===== config.mk =====
export PLATFORM = sky130hd
export DESIGN_NAME = hex_display_mux
export DESIGN_NICKNAME = d
export VERILOG_FILES = /design/src/rtl/hex_display_pkg.sv /design/src/rtl/hex_display_mux_seg7_lut.sv /design/src/rtl/hex_display_mux.sv
export SDC_FILE = /design/constraint.sdc
export NUM_CORES = 1
export LEC_CHECK = 0
export CORE_MARGIN = 2
export CORE_UTILIZATION = 45
export DETAILED_ROUTE_END_ITERATION = 8
export PLACE_DENSITY = 0.75
export SYNTH_ARGS = -nofsm -noshare
export SYNTH_HDL_FRONTEND = slang
export SYNTH_HIERARCHICAL = 1
export SYNTH_SLANG_ARGS = --single-unit

===== constraint.sdc =====
create_clock -name clk -period 4 [get_ports clk]
set_input_delay 1.2 -clock clk [delete_from_list [all_inputs] [get_ports clk]]
set_output_delay 1.2 -clock clk [all_outputs]
set_load 0.02 [all_outputs]

===== src/rtl/hex_display_pkg.sv =====
// Shared types and constants for the multiplexed 7-segment display driver.
package hex_display_pkg;

    // Active-low segment vector, bit order gfedcba (bit 6 = g).
    typedef logic [6:0] seg_t;

    // All segments off.
    localparam seg_t SEG_BLANK = 7'h7F;

    // Active-low glyphs for hex digits 0..F.
    localparam seg_t HEX_SEG_LUT [16] = '{
        7'h40, 7'h79, 7'h24, 7'h30, 7'h19, 7'h12, 7'h02, 7'h78,
        7'h00, 7'h10, 7'h08, 7'h03, 7'h46, 7'h21, 7'h06, 7'h0E
    };

endpackage


===== src/rtl/hex_display_mux_seg7_lut.sv =====
// Combinational nibble to active-low 7-segment glyph decoder.
module seg7_lut
    import hex_display_pkg::*;
(
    input  logic [3:0] nibble_i,
    output seg_t       seg_o
);

    assign seg_o = HEX_SEG_LUT[nibble_i];

endmodule


===== src/rtl/hex_display_mux.sv =====
// Time-multiplexed driver for an N-digit common-anode hex display.
// One decoder is shared across all digits; the scan counter selects which
// shadowed nibble reaches it, and the result is registered onto the pins.
module hex_display_mux
    import hex_display_pkg::*;
#(
    parameter int NUM_DIGITS  = 8,
    parameter int REFRESH_DIV = 50000
)
(
    input  logic                    clk,
    input  logic                    rst,
    input  logic [4*NUM_DIGITS-1:0] data_in,
    input  logic [NUM_DIGITS-1:0]   dp_in,
    input  logic                    load,
    input  logic                    enable,
    input  logic                    blank_lz,
    output logic [6:0]              segments,
    output logic                    dp,
    output logic [NUM_DIGITS-1:0]   anodes
);

    localparam int IDX_W  = (NUM_DIGITS > 1) ? $clog2(NUM_DIGITS) : 1;
    localparam int PRE_W  = $clog2(REFRESH_DIV);
    localparam int WORD_W = 4 * NUM_DIGITS;

    localparam logic [PRE_W-1:0] PRE_LAST = PRE_W'(REFRESH_DIV - 1);
    localparam logic [IDX_W-1:0] IDX_LAST = IDX_W'(NUM_DIGITS - 1);

    // Scan state
    logic [PRE_W-1:0]      pre_q, pre_d;
    logic [IDX_W-1:0]      idx_q, idx_d;
    logic                  tick;

    // Shadow copy of the displayed word
    logic [WORD_W-1:0]     shadow_data_q, shadow_data_d;
    logic [NUM_DIGITS-1:0] shadow_dp_q, shadow_dp_d;

    // Digit selection and decode
    logic [3:0]            nibble;
    logic                  dp_sel;
    logic [IDX_W-1:0]      msd;
    logic                  blank_digit;
    seg_t                  lut_seg;

    // Output register
    seg_t                  seg_q, seg_d;
    logic                  dp_q, dp_d;
    logic [NUM_DIGITS-1:0] an_q, an_d;

    // Prescaler and digit index advance; both freeze while disabled.
    always_comb begin
        pre_d = pre_q;
        idx_d = idx_q;
        tick  = enable && (pre_q == PRE_LAST);
        if (enable) begin
            if (pre_q == PRE_LAST) begin
                pre_d = '0;
            end else begin
                pre_d = pre_q + 1'b1;
            end
        end
        if (tick) begin
            if (idx_q == IDX_LAST) begin
                idx_d = '0;
            end else begin
                idx_d = idx_q + 1'b1;
            end
        end
    end

    // Shadow capture on load, regardless of enable.
    always_comb begin
        shadow_data_d = shadow_data_q;
        shadow_dp_d   = shadow_dp_q;
        if (load) begin
            shadow_data_d = data_in;
            shadow_dp_d   = dp_in;
        end
    end

    // Mux the current digit and find the most significant nonzero nibble;
    // later (higher) nonzero nibbles overwrite msd so the highest one wins.
    always_comb begin
        nibble = 4'h0;
        dp_sel = 1'b0;
        msd    = '0;
        for (int k = 0; k < NUM_DIGITS; k++) begin
            if (idx_q == IDX_W'(k)) begin
                nibble = shadow_data_q[4*k +: 4];
                dp_sel = shadow_dp_q[k];
            end
            if (shadow_data_q[4*k +: 4] != 4'h0) begin
                msd = IDX_W'(k);
            end
        end
        blank_digit = blank_lz && (idx_q > msd);
    end

    seg7_lut u_seg7_lut (
        .nibble_i (nibble),
        .seg_o    (lut_seg)
    );

    // Next output values: lit digit when enabled, fully dark otherwise.
    // The decimal point ignores leading-zero blanking.
    always_comb begin
        seg_d = SEG_BLANK;
        dp_d  = 1'b1;
        an_d  = '1;
        if (enable) begin
            seg_d = blank_digit ? SEG_BLANK : lut_seg;
            dp_d  = ~dp_sel;
            for (int k = 0; k < NUM_DIGITS; k++) begin
                an_d[k] = (idx_q != IDX_W'(k));
            end
        end
    end

    // State and output registers with synchronous reset.
    always_ff @(posedge clk) begin
        if (rst) begin
            pre_q         <= '0;
            idx_q         <= '0;
            shadow_data_q <= '0;
            shadow_dp_q   <= '0;
            seg_q         <= SEG_BLANK;
            dp_q          <= 1'b1;
            an_q          <= '1;
        end else begin
            pre_q         <= pre_d;
            idx_q         <= idx_d;
            shadow_data_q <= shadow_data_d;
            shadow_dp_q   <= shadow_dp_d;
            seg_q         <= seg_d;
            dp_q          <= dp_d;
            an_q          <= an_d;
        end
    end

    assign segments = seg_q;
    assign dp       = dp_q;
    assign anodes   = an_q;

endmodule


* Word-level counts from Yosys, hierarchy flattened
Memory sizes are Yosys's and may differ from the RTL's. A register that Yosys moved wholly into a read port is not among the register bits.
Index checks and enable logic that the tools add are counted.
** Storage, ports and cells
- Register bits after elaboration :: 68
- Latch bits :: 0
- RAM bits :: 0
- Memory bits (read-only) :: 112
- Bits of input ports :: 45
- Output and inout port bits :: 16
- Memories :: 1
** Memory list
- (name not given) :: words 16, bits a word 7, rd ports 1, clocked after Yosys merged registers in 1, write ports 0, RTL line hex_display_mux_seg7_lut.sv:9 : assign seg_o = HEX_SEG_LUT[nibble_i];
** Operators by class
- Add/subtract/negate cells :: 2
- Multipliers :: 0
- Divide/modulo/power cells :: 0
- Order comparisons :: 1
- Eq/ne operators :: 15
- Shift operators :: 0
- Muxes and demuxes :: 25
- Bitwise gates (word level) :: 3
- Reductions and logical operators :: 13
** Operators with widths (count)
- $mux W4 :: 8
- $reduce_bool A4 Y1 :: 7
- $mux W3 :: 7
- $add A16 B1 Y16 const B :: 1
- $eq A16 B16 Y1 const B :: 1
- $mux W16 :: 1
- $eq A3 B3 Y1 const B :: 4
- $ne A3 B3 Y1 const B :: 4
- $mux W1 :: 9
- $eq A3 B2 Y1 const B :: 2
- $ne A3 B2 Y1 const B :: 2
- $not A4 Y5 :: 1
- $add A3 B1 Y3 const B :: 1
- $eq A3 B1 Y1 const B :: 1
- $gt A3 B3 Y1 :: 1
- $logic_not A3 Y1 :: 1
- $ne A3 B1 Y1 const B :: 1
- $reduce_bool A3 Y1 :: 1
- $reduce_or A3 Y1 :: 1
- $logic_and A1 B1 Y1 :: 2
- $not A1 Y1 :: 2
- $reduce_or A2 Y1 :: 1

* Logic depth before layout (Yosys ltp)
Gate-level depths: netlist of run 1.
- Word-level depth :: 11
- Depth in mapped cells :: 13
- Depth with buffers taken out :: 12

* By module
The synthesis of run 1 kept the hierarchy.
** Modules (own cells, without submodules)
- hex_display_mux :: times used 1, cells an instance 363, area an instance 3355.7 um^2
- seg7_lut :: times used 1, cells an instance 31, area an instance 262.8 um^2

* Least setup slack after synthesis of run 1
No wires, ideal clock.
- Path type :: register to register
- Start point :: reg idx_q[2]
- End point :: reg seg_q[3] (netlist: segments[3])
- Arrival :: 2.983 ns
- Required time :: 3.866 ns
- Slack :: 0.883 ns
- Stages on the path, launching flop included :: 12
- Cells stage by stage :: dfxtp_1 -> buf_2 -> clkinv_1 -> ha_1 -> nor2_1 -> a311oi_1 -> o31ai_1 -> inv_1 -> ha_1 -> inv_1 -> mux4_1 -> nand3b_1
** On the way
- Word-level cells in the longest chain between the ends :: 10
- Elaborated cells between the ends (all ways) :: 20
** RTL lines
- from (decl) :: RTL line hex_display_mux.sv:32 : logic [IDX_W-1:0] idx_q, idx_d;
- from (signal assigned) :: RTL line hex_display_mux.sv:132 : idx_q <= idx_d;
- $logic_not A3 Y1 :: RTL line hex_display_mux.sv:89 : if (idx_q == IDX_W'(k)) begin
- $mux W4 (7 in series) :: RTL line hex_display_mux.sv:89
- $mux W4 * :: RTL line hex_display_mux.sv:89
- net nibble[0] :: RTL line hex_display_mux.sv:40 : logic [3:0] nibble;
- $not A4 Y5 (implied by the code) * :: RTL line hex_display_mux_seg7_lut.sv:9
- to (decl) :: RTL line hex_display_mux.sv:47 : seg_t seg_q, seg_d;
The timed path passes the listed nets; every way through them passes the cells marked *.
A chain may end at the register's enable or synchronous reset.

* Worst setup path in the final report of run 1
Same ends and word-level chain as after synthesis.

==> results.json, run 1 <==
{
  "crit_arrival_ps": 3780,
  "gp_congestion": 0.891,
  "fin_nets": 512,
  "synth_nets": 456,
  "timing.rr.start": "idx_q[2]",
  "cts_tree": "yes",
  "crit_start": "idx_q[2]",
  "critical-path-slowest-cell": "o31ai_1",
  "path_clk_slew_ps": 70,
  "synth-seq-area-share_pct": 41.5,
  "synthTopCellsByArea": "dfxtp_1, mux2i_1, nor2_1",
  "syn_area_per_cell_sq_um": 9.18,
  "dp_hpwl_microns": 6160,
  "fin_util_pct": 58.0,
  "grt_start_max_net_pins": 34,
  "p_leak_nw": 1.80,
  "finalClockSkew_ps": 9.62,
  "ys_seq_elements": 75,
  "crit_type": "reg -> reg",
  "maxCapViolCount": 0,
  "p_sw_share_pct": 22.1,
  "async_flop_share_pct": 0,
  "yosysTopAreaCellShare_pct": 41.5,
  "mappedNetlistArea_sq_um": 3620,
  "fin_crit_sh_pct": 89.5,
  "antenna_found_initial": 0,
  "dr.pass1.iters": 5,
  "grt_pass1_wl_microns": 13700,
  "cts_max_path_buffers": 2,
  "power_frac_seq_pct": 47.6,
  "status": "finished, final reports clean",
  "power_frac_clock_pct": 41.1,
  "synth_area_leader_cell": "dfxtp_1",
  "critPathRequiredTime_ps": 4200,
  "cp_slowest_stage_delay_ps": 620,
  "drtAntennaViolNets": 0,
  "die_w_microns": 93.7,
  "antennaDiodeCount": 0,
  "fin_tns_setup_ps": 0,
  "grt_pass1_vias": 2932,
  "p_sw_w": 0.000372,
  "cp.buffers_inverters": 3,
  "slew_violations": 0,
  "slew_headroom_pct": 43.5,
  "cp_top_family": "compound AO/OA/AOI/OAI gates",
  "wire_per_inst_microns": 14.8,
  "vias": 2980,
  "numClockSinks": 75,
  "rsz0062_at_grt": "false",
  "ys_types": 49,
  "num_io_pins": 61,
  "path_max_fanout": 14,
  "die_h_microns": 93.7,
  "yosysWarningCount": 6,
  "cts-hold-fix-buffers": 0,
  "port_buffers": 60,
  "drc_errors": 0,
  "synthCells": 394,
  "p_int_w": 0.00131,
  "max_freq_mhz": 279,
  "dieArea_sq_um": 8770,
  "start_util_pct": 46.6,
  "hold_path.class": "reg -> reg",
  "clock-root-buffer": "clkbuf_8",
  "power.density_nw_per_um2": 374,
  "comb_power_share_pct": 11.3,
  "min_period_ps": 3580,
  "grt.total_usage_pct": 20.0,
  "drt_wl_total_microns": 8240,
  "rows": 32,
  "endpoint_kind": "register",
  "drive_gt1_share_pct": 6.37,
  "syn2layout_area_growth_pct": 24.4,
  "cts_setup_buffers": 0,
  "startpoint_type": "register",
  "hold_viol": 0,
  "via_per_inst": 5.35,
  "htreeDepth": 3,
  "synth_commonest_cells": "dfxtp_1, nor2_1, mux2i_1",
  "vdd_drop_max_uv": 200,
  "synth.most_common_cell": "dfxtp_1",
  "grt_remaining_overflow": 0,
  "numCtsBuffers": 9,
  "worstHoldStart": "shadow_dp_q[7]",
  "cts_resized": 0,
  "rrSetupSlack_ps": 420,
  "synth-edff-count": 0,
  "finalSetupViolCount": 0,
  "core_area_sq_um": 7770,
  "ys.flop_type": "dfxtp_1",
  "drtIter0Drc": 188,
  "tightest_slew_ps": 848,
  "path_cells": "clkinv_1 > ha_1 > nor2_1 > a311oi_1 > o31ai_1 > inv_1 > ha_1 > inv_1 > mux4_1 > nand3b_1",
  "clock_latency_ps": 340
}
cell usage in the layout, fill, tap and decap left out, types with 4 or more instances in the layout:
master            n
o31ai_1           4
buf_4             7
mux2i_1          46
nor2_1           64
ha_1             17
nand3_1           8
o21ai_0          13
or3_1             4
inv_1            10
xor2_1           10
a21oi_1          14
clkbuf_8         10
nor2b_1           5
nand3b_1          9
dfxtp_1          75
nand4_1           7
clkdlybuf4s50_1  59
nor4_1            6
nand2_1          28
nand2b_1          6
sequential cells by signal, indices dropped and copies added, names as in the netlist:
name / flops
shadow_data_q: 32
pre_q: 16
anodes: 8
shadow_dp_q: 8
segments: 7
idx_q: 3
dp: 1
logic make-up after synthesis:
kind of cell	after synthesis	share of synthesized area, %
AOI/OAI and AO/OA	51	9.09
DFF	75	41.5
muxes	48	13.8
xor gates and xnor gates	13	3.15
adders and majority gates	17	5.88
buffers and inverters	34	4.91
and+or+nand+nor	156	21.7
worst paths after layout:
check                           depth (start not counted)          end
worst max-delay path                                   10  segments[3]
worst min-delay path                                    1           dp
worst max register to register                         10  segments[3]
worst min register to register                          1           dp
power by group through the flow:
stage	clock network [W]	registers (W)	logic (W)
after floorplan	0	0.000817	0.000107
after global placement	0	0.000818	0.000186
after detailed placement	0	0.000819	0.000189
after CTS	0.000714	0.000802	0.000192
after global routing	0.000744	0.000805	0.000211
final	0.000692	0.000802	0.000190
metrics by stage:
step	hold WS (ps)	power, W	cell area (sq um)	instances	worst slack, ps
finish	470	0.00168	4500	557	419
global placement	450	0.00100	4260	541	666
CTS	473	0.00171	4500	557	436
floorplan	429	0.000924	3620	394	883
detailed placement	470	0.00101	4260	541	488
global route	495	0.00176	4500	557	124
area by class of cell:
type,count,area [sq um]
Fill cell,719,3260
Timing Repair Buffer,67,648
Tap cell,102,128
Clock inverter,5,100
Inverter,12,45.0
Sequential cell,75,1500
Clock buffer,11,141
Multi-Input combinational cell,285,1940
layer usage:
metal	global-route usage (%)	up-vias	share of wire [%]
met5	0	-	0
met2	34.0	77	50
li1	-	1500	-
met3	4.25	12	3.8
met1	25.0	1391	45
met4	7.61	0	1.1
No activity file was read; power rests on OpenSTA's default activity.
==> inputs of run 2 (changes only) <==
--- a/config.mk
+++ b/config.mk
@@ -5,6 +5,7 @@
 export SDC_FILE = /design/constraint.sdc
 export NUM_CORES = 1
 export LEC_CHECK = 0
+export CORE_ASPECT_RATIO = 0.6
 export CORE_MARGIN = 2
 export CORE_UTILIZATION = 45
 export DETAILED_ROUTE_END_ITERATION = 8
==> run 2 against run 1 <==
Clock power increased by 8.1%. Clock skew decreased by 2.3 ps. Routed wire length increased by 4.9%. Register-to-register slack got worse by 90 ps. Highest routed layer unchanged. Die area increased by 0.27%. Largest power group unchanged. Utilization decreased by 0.13 points. Via count increased by 1.8%. Combinational power about the same. Final area increased by 0.86%. First-iteration DRC count increased by 43%. Flip-flop and latch count unchanged.
==> results.json, run 2 (synthesis results as in run 1) <==
{
  "grt_remaining_overflow": 0,
  "fillerInstances": 709,
  "gp_congestion": 0.926,
  "start_util_pct": 46.1,
  "hold_viol": 0,
  "p_leak_nw": 1.81,
  "dp_hpwl_microns": 6500,
  "crit_type": "reg -> reg",
  "slew_headroom_pct": 42.5,
  "path_clk_slew_ps": 60,
  "vdd_drop_max_uv": 151,
  "finalClockSkew_ps": 7.27,
  "grt.total_usage_pct": 20.4,
  "num_io_pins": 61,
  "top_register": "shadow_data_q",
  "antennaDiodeCount": 0,
  "power.density_nw_per_um2": 384,
  "largest_reg_flops": 32,
  "cp_slowest_stage_delay_ps": 600,
  "drtIter0Drc": 269,
  "numClockSinks": 75,
  "hold_path.class": "reg -> reg",
  "critPathRequiredTime_ps": 4200,
  "port_buffers": 60,
  "crit_arrival_ps": 3870,
  "die_h_microns": 73.5,
  "dieArea_sq_um": 8800,
  "grt_pass1_wl_microns": 13800,
  "dr.pass1.iters": 5,
  "vias": 3035,
  "cts-hold-fix-buffers": 0,
  "dpl-instance-area_sq_um": 4250,
  "fin_nets": 510,
  "antenna_found_initial": 0,
  "slew_violations": 0,
  "startpoint_type": "register",
  "cts_tree": "yes",
  "fin_area_sq_um": 4540,
  "grt_pass1_vias": 2659,
  "maxCapViolCount": 0,
  "drive_gt1_share_pct": 6.40,
  "die_w_microns": 120,
  "status": "finished, final reports clean",
  "max_freq_mhz": 272,
  "rsz0062_at_grt": "false",
  "cts_max_path_buffers": 2,
  "syn2layout_area_growth_pct": 25.5,
  "core_area_sq_um": 7850,
  "p_total_w": 0.00174,
  "endpoint_kind": "register",
  "fin_tns_setup_ps": 0,
  "final_common_cell": "dfxtp_1",
  "fin_crit_sh_pct": 91.8,
  "clock-root-buffer": "clkbuf_16",
  "rows": 25,
  "numCtsBuffers": 9,
  "mostFrequentLayoutCells": "dfxtp_1, nor2_1, clkdlybuf4s50_1, mux2i_1, nand2_1",
  "wire_per_inst_microns": 15.4,
  "path_max_fanout": 14,
  "path_cells": "clkinv_1 > ha_1 > nor2_1 > a311oi_1 > o31ai_2 > inv_1 > ha_1 > inv_1 > mux4_1 > nand3b_1",
  "drc_errors": 0,
  "tightest_slew_ps": 855,
  "via_per_inst": 5.41,
  "critical-path-slowest-cell": "dfxtp_1",
  "min_period_ps": 3670,
  "drtAntennaViolNets": 0,
  "htreeDepth": 3,
  "finalSetupViolCount": 0,
  "grt_start_max_net_pins": 33,
  "reg_top3": "shadow_data_q (32), pre_q (16)",
  "drt_wl_total_microns": 8640,
  "clock_latency_ps": 340
}
-- run 2: cell types whose count changed in the layout (fill, tap and decap cells not counted) --
cell        previous run  this run
buf_4                  7         5
bufinv_16              3         0
clkbuf_16              0         9
clkbuf_8              10         1
clkinvlp_4             0         1
inv_6                  0         2
o31ai_1                4         2
o31ai_2                0         2
-- run 2: power breakdown --
| part | internal [W] | total (W) | leakage, nW | switching, W |
|---|---|---|---|---|
| combinational | 0.000104 | 0.000192 | 1.06 | 0.0000872 |
| clock | 0.000439 | 0.000748 | 0.136 | 0.000309 |
| sequential | 0.000779 | 0.000805 | 0.615 | 0.0000257 |
| total | 0.00132 | 0.00174 | 1.81 | 0.000422 |
-- run 2: per-stage QoR --
step           worst slack [ps]  std cells  hold slack, ps  util (%)
3_5_place_dp                175        545             473      54.2
6_report                    329        561             484      57.8
3_3_place_gp                546        545             469      54.2
5_1_grt                    70.2        561             511      57.8
4_1_cts                     166        561             486      57.7
2_1_floorplan               883        394             429         -
-- run 2: final cells by class --
| class | count | area (sq um) | share of cell area, % |
|---|---|---|---|
| Multi-Input combinational cell | 285 | 1950 | 42.9 |
| Timing Repair Buffer | 65 | 633 | 13.9 |
| Clock inverter | 5 | 35.0 | 0.771 |
| Inverter | 12 | 45.0 | 0.992 |
| Tap cell | 108 | 135 | 2.98 |
| Sequential cell | 75 | 1500 | 33.1 |
| Clock buffer | 11 | 243 | 5.34 |
-- run 2: critical path, delay by kind of cell (launching register included) --
kind | cells | cell delay [ps]
AOI/OAI and AO/OA | 2 | 660
adders and majority gates | 2 | 740
buffers and inverters | 3 | 610
DFF | 1 | 600
muxes | 1 | 470
and+or+nand+nor | 2 | 440
-- run 2: path summary, 6_finish.rpt --
check / startpoint / endpoint / slack, ps / depth (start not counted)
max reg2reg: idx_q[2] / segments[3] / 330 / 10
min: pre_q[15] / pre_q[15] / 480 / 2
min reg2reg: pre_q[15] / pre_q[15] / 480 / 2
max: idx_q[2] / segments[3] / 330 / 10
-- run 2: timing repair --
action / 4_1_cts / 5_1_grt
resized for setup: 0 / 2
setup endpoints to repair: 0 / 1
setup buffers: 0 / 0
-- run 2: metal layers --
layer  track usage [%]  vias up  part of all wire, %
li1                  -     1496                    -
met1              31.6     1408                   53
met2              26.8      120                   37
met3              5.12       11                  8.0
met4              7.19        0                  1.3
met5                 0        -                    0
==> inputs of run 3 (changes only) <==
--- a/config.mk
+++ b/config.mk
@@ -5,12 +5,12 @@
 export SDC_FILE = /design/constraint.sdc
 export NUM_CORES = 1
 export LEC_CHECK = 0
+export ABC_AREA = 0
 export CORE_ASPECT_RATIO = 0.6
 export CORE_MARGIN = 2
 export CORE_UTILIZATION = 45
 export DETAILED_ROUTE_END_ITERATION = 8
-export PLACE_DENSITY = 0.75
+export PLACE_DENSITY = 0.76
 export SYNTH_ARGS = -nofsm -noshare
 export SYNTH_HDL_FRONTEND = slang
-export SYNTH_HIERARCHICAL = 1
 export SYNTH_SLANG_ARGS = --single-unit
==> constraint.sdc (replaced) <==
create_clock -name clk -period 4.1 [get_ports clk]
set_input_delay 1.23 -clock clk [delete_from_list [all_inputs] [get_ports clk]]
set_output_delay 1.23 -clock clk [all_outputs]
set_load 0.02 [all_outputs]
==> run 3 against run 2 <==
Clock power is 3.3% higher. Flip-flop and latch count is the same. Register-to-register slack gained 120 ps. Critical path depth up 1. Final area fell by 0.83%. Worst hold slack better by 19 ps. First-iteration DRC count rose by 7.8%. Largest power group unchanged.
==> results.json, run 3 <==
{
  "status": "finished, final reports clean",
  "power_frac_seq_pct": 45.0,
  "rows": 25,
  "synthTopCellsByArea": "dfxtp_1, mux2i_1, nor2_1",
  "synth_commonest_cells": "dfxtp_1, nor2_1, mux2i_1",
  "htreeDepth": 3,
  "mostFrequentLayoutCells": "dfxtp_1, nor2_1, clkdlybuf4s50_1, mux2i_1, nand2_1",
  "drive_gt1_share_pct": 5.66,
  "worst_slack_ps": 451,
  "synthCells": 403,
  "rsz0062_at_grt": "false",
  "finalSetupViolCount": 0,
  "critPathRequiredTime_ps": 4320,
  "synth_area_leader_cell": "dfxtp_1",
  "yosysTopAreaCellShare_pct": 42.2,
  "cts-hold-fix-buffers": 0,
  "dieArea_sq_um": 8660,
  "cts_setup_buffers": 0,
  "ys.flop_type": "dfxtp_1",
  "vdd_drop_max_uv": 241,
  "vias": 3015,
  "power_frac_clock_pct": 44.3,
  "slew_headroom_pct": 22.3,
  "slew_violations": 0,
  "cts_tree": "yes",
  "fin_tns_setup_ps": 0,
  "synth-edff-count": 0,
  "cts_resized": 0,
  "crit_arrival_ps": 3870,
  "grt_start_max_net_pins": 46,
  "async_flop_share_pct": 0,
  "drtIter0Drc": 290,
  "grt.total_usage_pct": 20.1,
  "synth-seq-area-share_pct": 42.2,
  "synth_nets": 462,
  "num_io_pins": 61,
  "dpl-instance-area_sq_um": 4210,
  "gp_congestion": 0.853,
  "endpoint_kind": "register",
  "p_sw_share_pct": 23.8,
  "p_int_w": 0.00133,
  "numCtsBuffers": 9,
  "core_area_sq_um": 7760,
  "clock_latency_ps": 340,
  "top_register": "shadow_data_q",
  "maxCapViolCount": 0,
  "via_per_inst": 5.32,
  "tightest_slew_ps": 1160,
  "fin_nets": 513,
  "grt_remaining_overflow": 0,
  "dr.pass1.iters": 4,
  "dp_hpwl_microns": 5970,
  "grt_pass1_vias": 2757,
  "path_clk_slew_ps": 60,
  "crit_type": "reg -> reg",
  "max_freq_mhz": 274,
  "die_h_microns": 72.9,
  "syn2layout_area_growth_pct": 26.5,
  "wire_per_inst_microns": 14.5,
  "final_common_cell": "dfxtp_1",
  "start_util_pct": 45.9,
  "synth.most_common_cell": "dfxtp_1",
  "grt_pass1_wl_microns": 13600,
  "p_sw_w": 0.000416,
  "antenna_found_initial": 0,
  "clock-root-buffer": "clkbuf_16",
  "drc_errors": 0,
  "mappedNetlistArea_sq_um": 3560,
  "power.density_nw_per_um2": 387,
  "drtAntennaViolNets": 0,
  "finalClockSkew_ps": 5.44,
  "min_period_ps": 3650,
  "hold_path.class": "reg -> reg",
  "syn_area_per_cell_sq_um": 8.83,
  "port_buffers": 60,
  "comb_power_share_pct": 10.7,
  "ys_types": 54,
  "cts_max_path_buffers": 2,
  "ys_seq_elements": 75,
  "fin_crit_sh_pct": 89.0,
  "yosysWarningCount": 0,
  "numClockSinks": 75,
  "hold_viol": 0,
  "reg_top3": "shadow_data_q (32), pre_q (16)",
  "startpoint_type": "register",
  "die_w_microns": 119,
  "antennaDiodeCount": 0,
  "drt_wl_total_microns": 8210,
  "pre_cts_ws_ps": 583,
  "largest_reg_flops": 32,
  "p_leak_nw": 1.88,
  "path_max_fanout": 18,
  "fin_area_sq_um": 4500
}
run 3: cell count changes after synthesis, moves of 4 or more:
cell | previous run | this run
nand3b_1 | 9 | 2
a211oi_1 | 0 | 6
a31oi_1 | 1 | 5
buf_1 | 0 | 6
inv_1 | 10 | 15
o21ai_0 | 13 | 9
nor2_1 | 64 | 71
nand2_1 | 28 | 33
run 3: cell families (layout without fill, tap and decap cells):
family	count (synthesis)	count (layout)	synth area share [%]
xor gates and xnor gates	15	15	3.69
AOI/OAI and AO/OA	63	63	12.1
adders and majority gates	14	14	4.92
and+or+nand+nor	151	151	19.8
DFF	75	75	42.2
muxes	45	45	12.7
buffers and inverters	40	96	4.67
run 3: layer usage:
| layer | up-vias | GRT usage, % | part of all wire (%) |
|---|---|---|---|
| li1 | 1516 | - | - |
| met1 | 1399 | 29.1 | 52 |
| met2 | 89 | 28.1 | 40 |
| met3 | 11 | 6.95 | 6.6 |
| met4 | 0 | 6.35 | 0.76 |
| met5 | - | 0 | 0 |
run 3: area by class of cell:
| cell class | instances | area, sq um |
|---|---|---|
| Clock inverter | 7 | 68.8 |
| Inverter | 17 | 63.8 |
| Sequential cell | 75 | 1500 |
| Clock buffer | 9 | 225 |
| Timing Repair Buffer | 63 | 618 |
| Tap cell | 108 | 135 |
| Multi-Input combinational cell | 288 | 1890 |
| Fill cell | 721 | 3250 |
run 3: path summary, 6_finish.rpt:
path,from,to,slack [ps],cells after the start
max,idx_q[2],segments[6],450,11
min,shadow_data_q[3],shadow_data_q[3],500,2
max reg2reg,idx_q[2],segments[6],450,11
min reg2reg,shadow_data_q[3],shadow_data_q[3],500,2
run 3: critical path: stages, from the launching register on:
cell and delay, ps:
dfxtp_1 720, clkinv_1 430, ha_1 500, nand2_1 140, a221oi_1 80, a311oi_1 420
o31a_1 260, inv_1 120, ha_1 240, a211oi_1 240, a21oi_1 80, a221o_1 300
run 3: metrics by stage:
step / std cells / total power (W) / hold WS (ps) / util [%]
floorplan: 403 / 0.000902 / 453 / -
global placement: 551 / 0.000979 / 479 / 54.3
detailed placement: 551 / 0.000985 / 493 / 54.3
CTS: 567 / 0.00176 / 508 / 58.1
global route: 567 / 0.00182 / 535 / 58.1
finish: 567 / 0.00174 / 503 / 58.1
run 3: power by group through the flow:
| stage | clock network [W] | registers (W) | logic [W] |
|---|---|---|---|
| 2_1_floorplan | 0 | 0.000798 | 0.000104 |
| 6_report | 0.000773 | 0.000785 | 0.000187 |
| 3_5_place_dp | 0 | 0.000800 | 0.000186 |
| 5_1_grt | 0.000823 | 0.000788 | 0.000205 |
| 3_3_place_gp | 0 | 0.000799 | 0.000181 |
| 4_1_cts | 0.000792 | 0.000784 | 0.000186 |
